<file path="config.mk">
export PLATFORM = sky130hd
export DESIGN_NAME = fetch_unit
export DESIGN_NICKNAME = d
export VERILOG_FILES = /design/src/rtl/fetch_pkg.sv /design/src/rtl/next_pc_calc.sv /design/src/rtl/fetch_unit.sv
export SDC_FILE = /design/constraint.sdc
export NUM_CORES = 1
export LEC_CHECK = 0
export CAP_MARGIN = 15
export CELL_PAD_IN_SITES_DETAIL_PLACEMENT = 0
export CELL_PAD_IN_SITES_GLOBAL_PLACEMENT = 1
export CORE_ASPECT_RATIO = 1.25
export CORE_MARGIN = 2
export CORE_UTILIZATION = 30
export CTS_CLUSTER_SIZE = 20
export DETAILED_ROUTE_END_ITERATION = 8
export PLACE_DENSITY_LB_ADDON = 0.1
export SLEW_MARGIN = 10
export SYNTH_ARGS = -nofsm -noshare
export SYNTH_HDL_FRONTEND = slang
export SYNTH_HIERARCHICAL = 1
export SYNTH_SLANG_ARGS = --single-unit
export TNS_END_PERCENT = 10
</file>
<file path="constraint.sdc">
create_clock -name clk -period 6 [get_ports clk]
set_input_delay 0.6 -clock clk [delete_from_list [all_inputs] [get_ports clk]]
set_output_delay 0.6 -clock clk [all_outputs]
set_load 0.01 [all_outputs]
</file>
<file path="src/rtl/fetch_pkg.sv">
// Shared types and constants for the instruction fetch stage.
package fetch_pkg;

  typedef enum logic [2:0] {
    ST_IDLE,
    ST_REQ,
    ST_WAIT,
    ST_ISSUE,
    ST_ERROR
  } state_t;

  localparam logic [31:0] PC_INC = 32'd4;

  localparam int unsigned JT_MSB  = 25;
  localparam int unsigned JT_LSB  = 0;
  localparam int unsigned IMM_MSB = 15;
  localparam int unsigned IMM_LSB = 0;

endpackage

</file>
<file path="src/rtl/next_pc_calc.sv">
// Combinational next-PC selection: jump target, taken branch, or sequential pc+4.
module next_pc_calc
  import fetch_pkg::*;
(
  input  logic [31:0] pc,
  input  logic [31:0] instr,
  input  logic        branch,
  input  logic        jump,
  input  logic        zero,
  output logic [31:0] next_pc
);

  logic [31:0] w_pc4;
  logic [31:0] w_imm_ext;
  logic [31:0] w_jump_tgt;
  logic [31:0] w_br_tgt;
  logic        w_unused_opcode;

  assign w_pc4      = pc + PC_INC;
  assign w_jump_tgt = {w_pc4[31:28], instr[JT_MSB:JT_LSB], 2'b00};
  assign w_imm_ext  = {{16{instr[IMM_MSB]}}, instr[IMM_MSB:IMM_LSB]};
  assign w_br_tgt   = w_pc4 + (w_imm_ext << 2);

  // Opcode bits play no part in target formation; the decoder already resolved them.
  assign w_unused_opcode = ^instr[31:26];

  always_comb begin
    next_pc = w_pc4;
    if (jump) begin
      next_pc = w_jump_tgt;
    end else if (branch && zero) begin
      next_pc = w_br_tgt;
    end
  end

endmodule

</file>
<file path="src/rtl/fetch_unit.sv">
// Instruction fetch stage: PC, imem request/response, decode valid/ready hand-off.
// Optional WAIT timeout with sticky error enabled by FETCH_TIMEOUT_EN.
module fetch_unit
  import fetch_pkg::*;
#(
  parameter logic [31:0] RESET_PC       = 32'h0000_0000,
  parameter int unsigned TIMEOUT_CYCLES = 16
) (
  input  logic        clk,
  input  logic        rst,
  output logic        imem_req,
  output logic [31:0] imem_addr,
  input  logic [31:0] imem_rdata,
  input  logic        imem_valid,
  output logic [31:0] instr,
  output logic [31:0] pc,
  output logic        instr_valid,
  input  logic        instr_ready,
  input  logic        branch,
  input  logic        jump,
  input  logic        zero,
  output logic        fetch_err
);

  if (TIMEOUT_CYCLES < 1) begin : g_timeout_chk
    $error("fetch_unit: TIMEOUT_CYCLES must be >= 1");
  end

  state_t      r_state;
  logic [31:0] r_pc;
  logic [31:0] r_instr;
  logic        r_imem_req;
  logic        r_instr_valid;
  logic [31:0] w_next_pc;

`ifdef FETCH_TIMEOUT_EN
  localparam int unsigned CW = $clog2(TIMEOUT_CYCLES + 1);
  logic [CW-1:0] r_wait_cnt;
  logic          r_fetch_err;
`endif

  next_pc_calc u_next_pc_calc (
    .pc      (r_pc),
    .instr   (r_instr),
    .branch  (branch),
    .jump    (jump),
    .zero    (zero),
    .next_pc (w_next_pc)
  );

  // Outputs are registered: each flag is set on the edge that enters its state.
  always_ff @(posedge clk or posedge rst) begin
    if (rst) begin
      r_state       <= ST_IDLE;
      r_pc          <= RESET_PC;
      r_instr       <= '0;
      r_imem_req    <= 1'b0;
      r_instr_valid <= 1'b0;
`ifdef FETCH_TIMEOUT_EN
      r_wait_cnt    <= '0;
      r_fetch_err   <= 1'b0;
`endif
    end else begin
      case (r_state)
        ST_IDLE: begin
          r_state    <= ST_REQ;
          r_imem_req <= 1'b1;
        end
        ST_REQ: begin
          r_state    <= ST_WAIT;
          r_imem_req <= 1'b0;
`ifdef FETCH_TIMEOUT_EN
          r_wait_cnt <= '0;
`endif
        end
        ST_WAIT: begin
          if (imem_valid) begin
            r_state       <= ST_ISSUE;
            r_instr       <= imem_rdata;
            r_instr_valid <= 1'b1;
          end
`ifdef FETCH_TIMEOUT_EN
          else if (r_wait_cnt == CW'(TIMEOUT_CYCLES - 1)) begin
            r_state     <= ST_ERROR;
            r_fetch_err <= 1'b1;
          end else begin
            r_wait_cnt <= r_wait_cnt + CW'(1);
          end
`endif
        end
        ST_ISSUE: begin
          if (instr_ready) begin
            r_state       <= ST_REQ;
            r_pc          <= w_next_pc;
            r_instr_valid <= 1'b0;
            r_imem_req    <= 1'b1;
          end
        end
        ST_ERROR: begin
          r_state <= ST_ERROR;
        end
        default: begin
          r_state <= ST_IDLE;
        end
      endcase
    end
  end

  assign imem_req    = r_imem_req;
  assign imem_addr   = r_pc;
  assign pc          = r_pc;
  assign instr       = r_instr;
  assign instr_valid = r_instr_valid;

`ifdef FETCH_TIMEOUT_EN
  assign fetch_err = r_fetch_err;
`else
  assign fetch_err = 1'b0;
`endif

endmodule
</file>
==> results of run 1 <==
==> where the power goes <==
| group | total [W] | internal, W | switching [W] |
|---|---|---|---|
| Sequential | 0.00109 | 0.000694 | 0.000393 |
| Clock | 0.000559 | 0.000324 | 0.000236 |
| Combinational | 0.00366 | 0.00177 | 0.00189 |
| Total | 0.00531 | 0.00279 | 0.00252 |
==> path summary, 6_finish.rpt <==
check	slack, ns	to	cells past startpoint	startpoint
max	1.88	imem_addr[29]	13	imem_addr[2]
min	0.51	instr_valid	1	instr_valid
max reg2reg	1.88	imem_addr[29]	13	imem_addr[2]
min reg2reg	0.51	instr_valid	1	instr_valid
max in group asynchronous	4.54	imem_addr[21]	3	rst
min in group asynchronous	0.86	instr[22]	3	rst
==> logic make-up (layout without fill, tap and decap cells) <==
logic type	count (synthesis)	count (layout)	share of synthesized area (%)
other cells	1	1	0.0620
simple gates	172	172	14.6
buf+inv	78	172	8.34
mux	72	72	15.2
fa+ha+maj	38	38	7.99
xor+xnor	48	48	6.95
compound gates	168	168	18.3
flops	69	69	28.6
==> flip-flops by register name (all words and copies together), names as in the netlist <==
register	count
imem_addr	32
instr	32
r_state	3
imem_req	1
instr_valid	1
==> cells in the final DEF (no fill, tap or decap), types with 23 or more instances in the layout <==
master,Yosys,layout
nor2_1,42,42
xnor2_1,26,26
ha_1,37,37
o21ai_0,24,24
dfrtp_1,69,69
a21oi_1,53,53
mux2_2,34,34
clkdlybuf4s50_1,0,136
mux2_4,30,30
nand3_1,23,23
nand2_1,47,47
==> per-stage QoR <==
| step | total power [W] | std cells | hold slack, ns | utilization, % | instance area (µm²) |
|---|---|---|---|---|---|
| 2_1_floorplan | 0.00350 | 646 | 0.537 | - | 6050 |
| 3_3_place_gp | 0.00474 | 994 | 0.499 | 36.8 | 7340 |
| 3_5_place_dp | 0.00472 | 994 | 0.497 | 36.8 | 7340 |
| 4_1_cts | 0.00533 | 1010 | 0.519 | 38.3 | 7640 |
| 5_1_grt | 0.00573 | 1010 | 0.534 | 38.3 | 7640 |
| 6_report | 0.00531 | 1010 | 0.512 | 38.3 | 7640 |
==> area by class of cell <==
cell class                      count  share of cell area [%]
Clock buffer                        9                    2.95
Clock inverter                      7                   0.950
Inverter                           13                   0.639
Multi-Input combinational cell    499                    49.9
Sequential cell                    69                    22.6
Tap cell                          270                    4.42
Timing Repair Buffer              143                    18.5
==> critical path: stages (launching register included) <==
cell and delay, ns:
dfrtp_1 0.58, ha_1 0.30, and2_1 0.27, nand3_1 0.13, xnor2_1 0.22, ha_1 0.35
a21oi_1 0.29, o21ai_0 0.12, a21oi_1 0.40, a41oi_1 0.35, a211oi_1 0.41, xor2_1 0.21
a21oi_1 0.09, mux2_2 0.26
==> layer usage <==
| metal | up-vias | GRT usage [%] | wire, µm |
|---|---|---|---|
| met1 | 2562 | 25.4 | 8730 |
| met3 | 28 | 3.38 | 977 |
| met2 | 164 | 31.5 | 9920 |
| met4 | 0 | 7.59 | 650 |
| met5 | - | 0 | 0 |
| li1 | 2507 | - | - |
==> impl_metrics.json, run 1 <==
{
  "cts_resized": 0,
  "numCtsBuffers": 9,
  "dp_hpwl_mm": 15.0,
  "nets": 812,
  "skew_ns": 0.00687,
  "clock_sinks": 69,
  "drc_errors": 0,
  "p_leak_nw": 3.14,
  "synthArstFlopShare_pct": 100,
  "routedWlPerCell_um": 20.1,
  "hold_buffers": 0,
  "syn_area_mm2": 0.00605,
  "cts_root_buf": "clkbuf_16",
  "status": "finished, final reports clean",
  "multi_input_area_mm2": 0.00382,
  "yosysTopAreaCellShare_pct": 28.6,
  "seqCellArea_mm2": 0.00173,
  "cts_buffer_depth": 2,
  "die_x_um": 131,
  "critPathLaunchType": "flip-flop",
  "ys_ff_latch": 69,
  "synth_cell_types": 68,
  "postRouteAntennaNets": 0,
  "synth_warnings": 6,
  "antenna_found_initial": 0,
  "fin_setup_tns_ns": 0,
  "grt_max_degree": 70,
  "place_ws_ns": 1.93,
  "crit_required_ns": 6.24,
  "worstSkewPairLatency_ns": 0.35,
  "max_freq_ghz": 0.243,
  "nFillCells": 2023,
  "maxCapViolCount": 0,
  "relSlewSlack_pct": 33.6,
  "die_height_um": 163,
  "h-tree-depth": 3,
  "ir_drop_mv": 0.241,
  "grt_usage_pct": 19.4,
  "drtPass1Iterations": 5,
  "io_buffers": 136,
  "path_clk_slew_ns": 0.06,
  "postRouteWirelength_mm": 20.3,
  "setup_slack_ns": 1.88,
  "coreArea_mm2": 0.0200,
  "synth_area_leaders": "dfrtp_1, ha_1, mux2_4",
  "layout-drive-gt1-share_pct": 13.5,
  "postCtsSetupRepairBufs": 0,
  "overflow": 0,
  "rows": 58,
  "max_slew.worst_pin.slew_ns": 0.994,
  "yosysSeqAreaShare_pct": 28.6,
  "powerDensity_mw_per_mm2": 694,
  "cp.arrival_ns": 4.35,
  "start_util_pct": 30.3,
  "min_period_ns": 4.12,
  "worst-setup-path-type": "reg2reg",
  "viasPerCell": 5.21,
  "grt_pass1_vias": 5214,
  "critPathCaptureType": "flip-flop",
  "gp_congestion": 0.887,
  "synth.most_common_cell": "dfrtp_1",
  "synth_edf_count": 0,
  "synthFlopType": "dfrtp_1",
  "io_pins": 138,
  "setup_viol": 0,
  "drt_iter0_markers": 343,
  "hold_path.class": "reg2reg",
  "critPathMaxFanout": 10,
  "synth_top_area_cell": "dfrtp_1",
  "grt_pass1_wl_mm": 31.1,
  "syn_nets": 723,
  "antennaDiodeCount": 0,
  "rsz0062_at_grt": "no",
  "min_period_over_period_pct": 68.6,
  "die_area_mm2": 0.0213,
  "hold_viol_final": 0,
  "synth_common_cells": "dfrtp_1, a21oi_1, nand2_1, nor2_1",
  "syn_inst": 646,
  "maxSlewViolCount": 0,
  "area_delta_synth_final_pct": 26.4,
  "vias": 5261,
  "cts_tree": "done",
  "synth.avg_cell_area_um2": 9.36
}
Note: power is estimated with default switching activity, not from simulation.
==> run 2, diff against run 1 <==
Clock period 6 ns to 3.6 ns, I/O delays scaled along.
==> run 2 against run 1 <==
Non-clock buffer count is 108 higher; critical path depth is 2 higher; largest power group unchanged; power increased by 96%; fmax increased by 18%; first-iteration DRC count decreased by 12%; combinational power increased by 110%.
==> impl_metrics.json, run 2 (synthesis results as in run 1) <==
{
  "postRouteAntennaNets": 0,
  "dp_hpwl_mm": 16.4,
  "io_buffers": 136,
  "mostFrequentLayoutCell": "clkdlybuf4s50_1",
  "grt_max_degree": 38,
  "rrSetupSlack_ns": 0.11,
  "critPathLaunchType": "flip-flop",
  "hold_viol_final": 0,
  "ff2ff_path_depth": 15,
  "path_clk_slew_ns": 0.06,
  "cts_root_buf": "clkbuf_16",
  "start_util_pct": 30.3,
  "postPlaceCellArea_mm2": 0.00814,
  "critPathMaxFanout": 6,
  "die_height_um": 163,
  "min_period_ns": 3.49,
  "io_pins": 138,
  "cp.arrival_ns": 3.77,
  "critPathCaptureType": "flip-flop",
  "worstSkewPairLatency_ns": 0.34,
  "maxSlewViolCount": 0,
  "grt_pass1_vias": 5751,
  "die_x_um": 131,
  "stdcell_count": 1118,
  "die_area_mm2": 0.0213,
  "final_util_pct": 43.7,
  "relSlewSlack_pct": 46.0,
  "grt_usage_pct": 20.4,
  "powerDensity_mw_per_mm2": 1190,
  "drtPass1Iterations": 5,
  "rr_startpoint": "imem_addr[9]",
  "layout-drive-gt1-share_pct": 29.0,
  "rsz0062_at_grt": "yes",
  "max_freq_ghz": 0.286,
  "hold_path.class": "in2async",
  "drt_iter0_markers": 303,
  "status": "finished, final reports clean",
  "cts_tree": "done",
  "skew_ns": 0.00499,
  "max_slew.worst_pin.slew_ns": 0.809,
  "numCtsBuffers": 9,
  "h-tree-depth": 3,
  "gp_congestion": 0.923,
  "cts_buffer_depth": 2,
  "layout_common_cells": "clkdlybuf4s50_1, buf_4, dfrtp_1, a21oi_1, nand2_1",
  "worst-setup-path-type": "reg2reg",
  "nets": 920,
  "grt_pass1_wl_mm": 32.9,
  "overflow": 0,
  "routedWlPerCell_um": 19.2,
  "dp_cells": 1098,
  "p_leak_nw": 3.75,
  "vias": 5706,
  "coreArea_mm2": 0.0200,
  "rows": 58,
  "ir_drop_mv": 0.465,
  "viasPerCell": 5.10,
  "crit_required_ns": 3.88,
  "area_delta_synth_final_pct": 44.2,
  "postRouteWirelength_mm": 21.5,
  "maxCapViolCount": 0,
  "setup_viol": 0,
  "hold_slack_ns": 0.498,
  "drc_errors": 0,
  "antennaDiodeCount": 0,
  "r2r_end": "imem_addr[26]",
  "hold_buffers": 0,
  "min_period_over_period_pct": 97.0,
  "antenna_found_initial": 0,
  "stdcell_area_mm2": 0.00872,
  "clock_sinks": 69
}
run 2: cell count changes in the layout (fill, tap and decap cells not counted), sizes merged:
cell	previous run	this run
inv	15	14
bufinv	1	2
buf	7	115
clkinvlp	2	1
clkbuf	9	10
run 2: per-layer routing:
metal | vias up | track usage [%] | wire, µm
met4 | 0 | 6.91 | 474
met2 | 166 | 34.3 | 10700
met3 | 28 | 3.42 | 949
met5 | - | 0 | 0
met1 | 2797 | 26.3 | 9300
li1 | 2715 | - | -
run 2: worst max-delay path, cell delays in order (launching register included):
cell and delay, ns:
dfrtp_1 0.35, and4_2 0.28, buf_4 0.16, and3_1 0.24
nand4_1 0.17, xnor2_2 0.20, ha_1 0.39, buf_4 0.17
nand3_1 0.08, a21oi_1 0.21, o311ai_4 0.14, buf_4 0.17
a21boi_2 0.19, mux2_1 0.34, a22oi_1 0.15, mux2_2 0.17
run 2: where the power goes:
part           internal, W  total, W  switching [W]
combinational      0.00405   0.00778        0.00374
clock             0.000631   0.00101       0.000380
sequential         0.00116   0.00162       0.000460
total              0.00584    0.0104        0.00458
run 2: final cells by class:
type                       instances  area, µm²
tap                              270        338
multi-input combinational        499       4030
clock buffer                      10        239
fill                            1940      11200
inverter                          13       48.8
timing repair buffer             251       2240
clock inverter                     6       93.8
sequential                        69       1730
run 2: worst max path at each step:
stage / start / endpoint / slack, ns
floorplan: imem_addr[8] / imem_addr[31] / 0.20
global placement: imem_addr[9] / imem_addr[27] / -0.003
detailed placement: imem_addr[3] / imem_addr[27] / 0.0006
CTS: imem_addr[3] / imem_addr[29] / 0.06
global route: imem_addr[4] / imem_addr[20] / -0.05
finish: imem_addr[9] / imem_addr[26] / 0.11
run 2: metrics by stage:
step | power, W | setup WS, ns | setup TNS [ns]
floorplan | 0.00584 | 0.201 | 0
global placement | 0.00907 | -0.00318 | -0.00318
detailed placement | 0.00903 | 0.000576 | 0
CTS | 0.0101 | 0.0596 | 0
global route | 0.0112 | -0.0525 | -0.171
finish | 0.0104 | 0.108 | 0
run 2: what timing repair did:
item | 4_1_cts | 5_1_grt
endpoints found under the setup margin | 2 | 13
pin swaps | 0 | 7
setup buffers | 0 | 4
hold endpoints to repair | 0 | 0
gates cloned | 0 | 0
gates resized for setup | 3 | 44
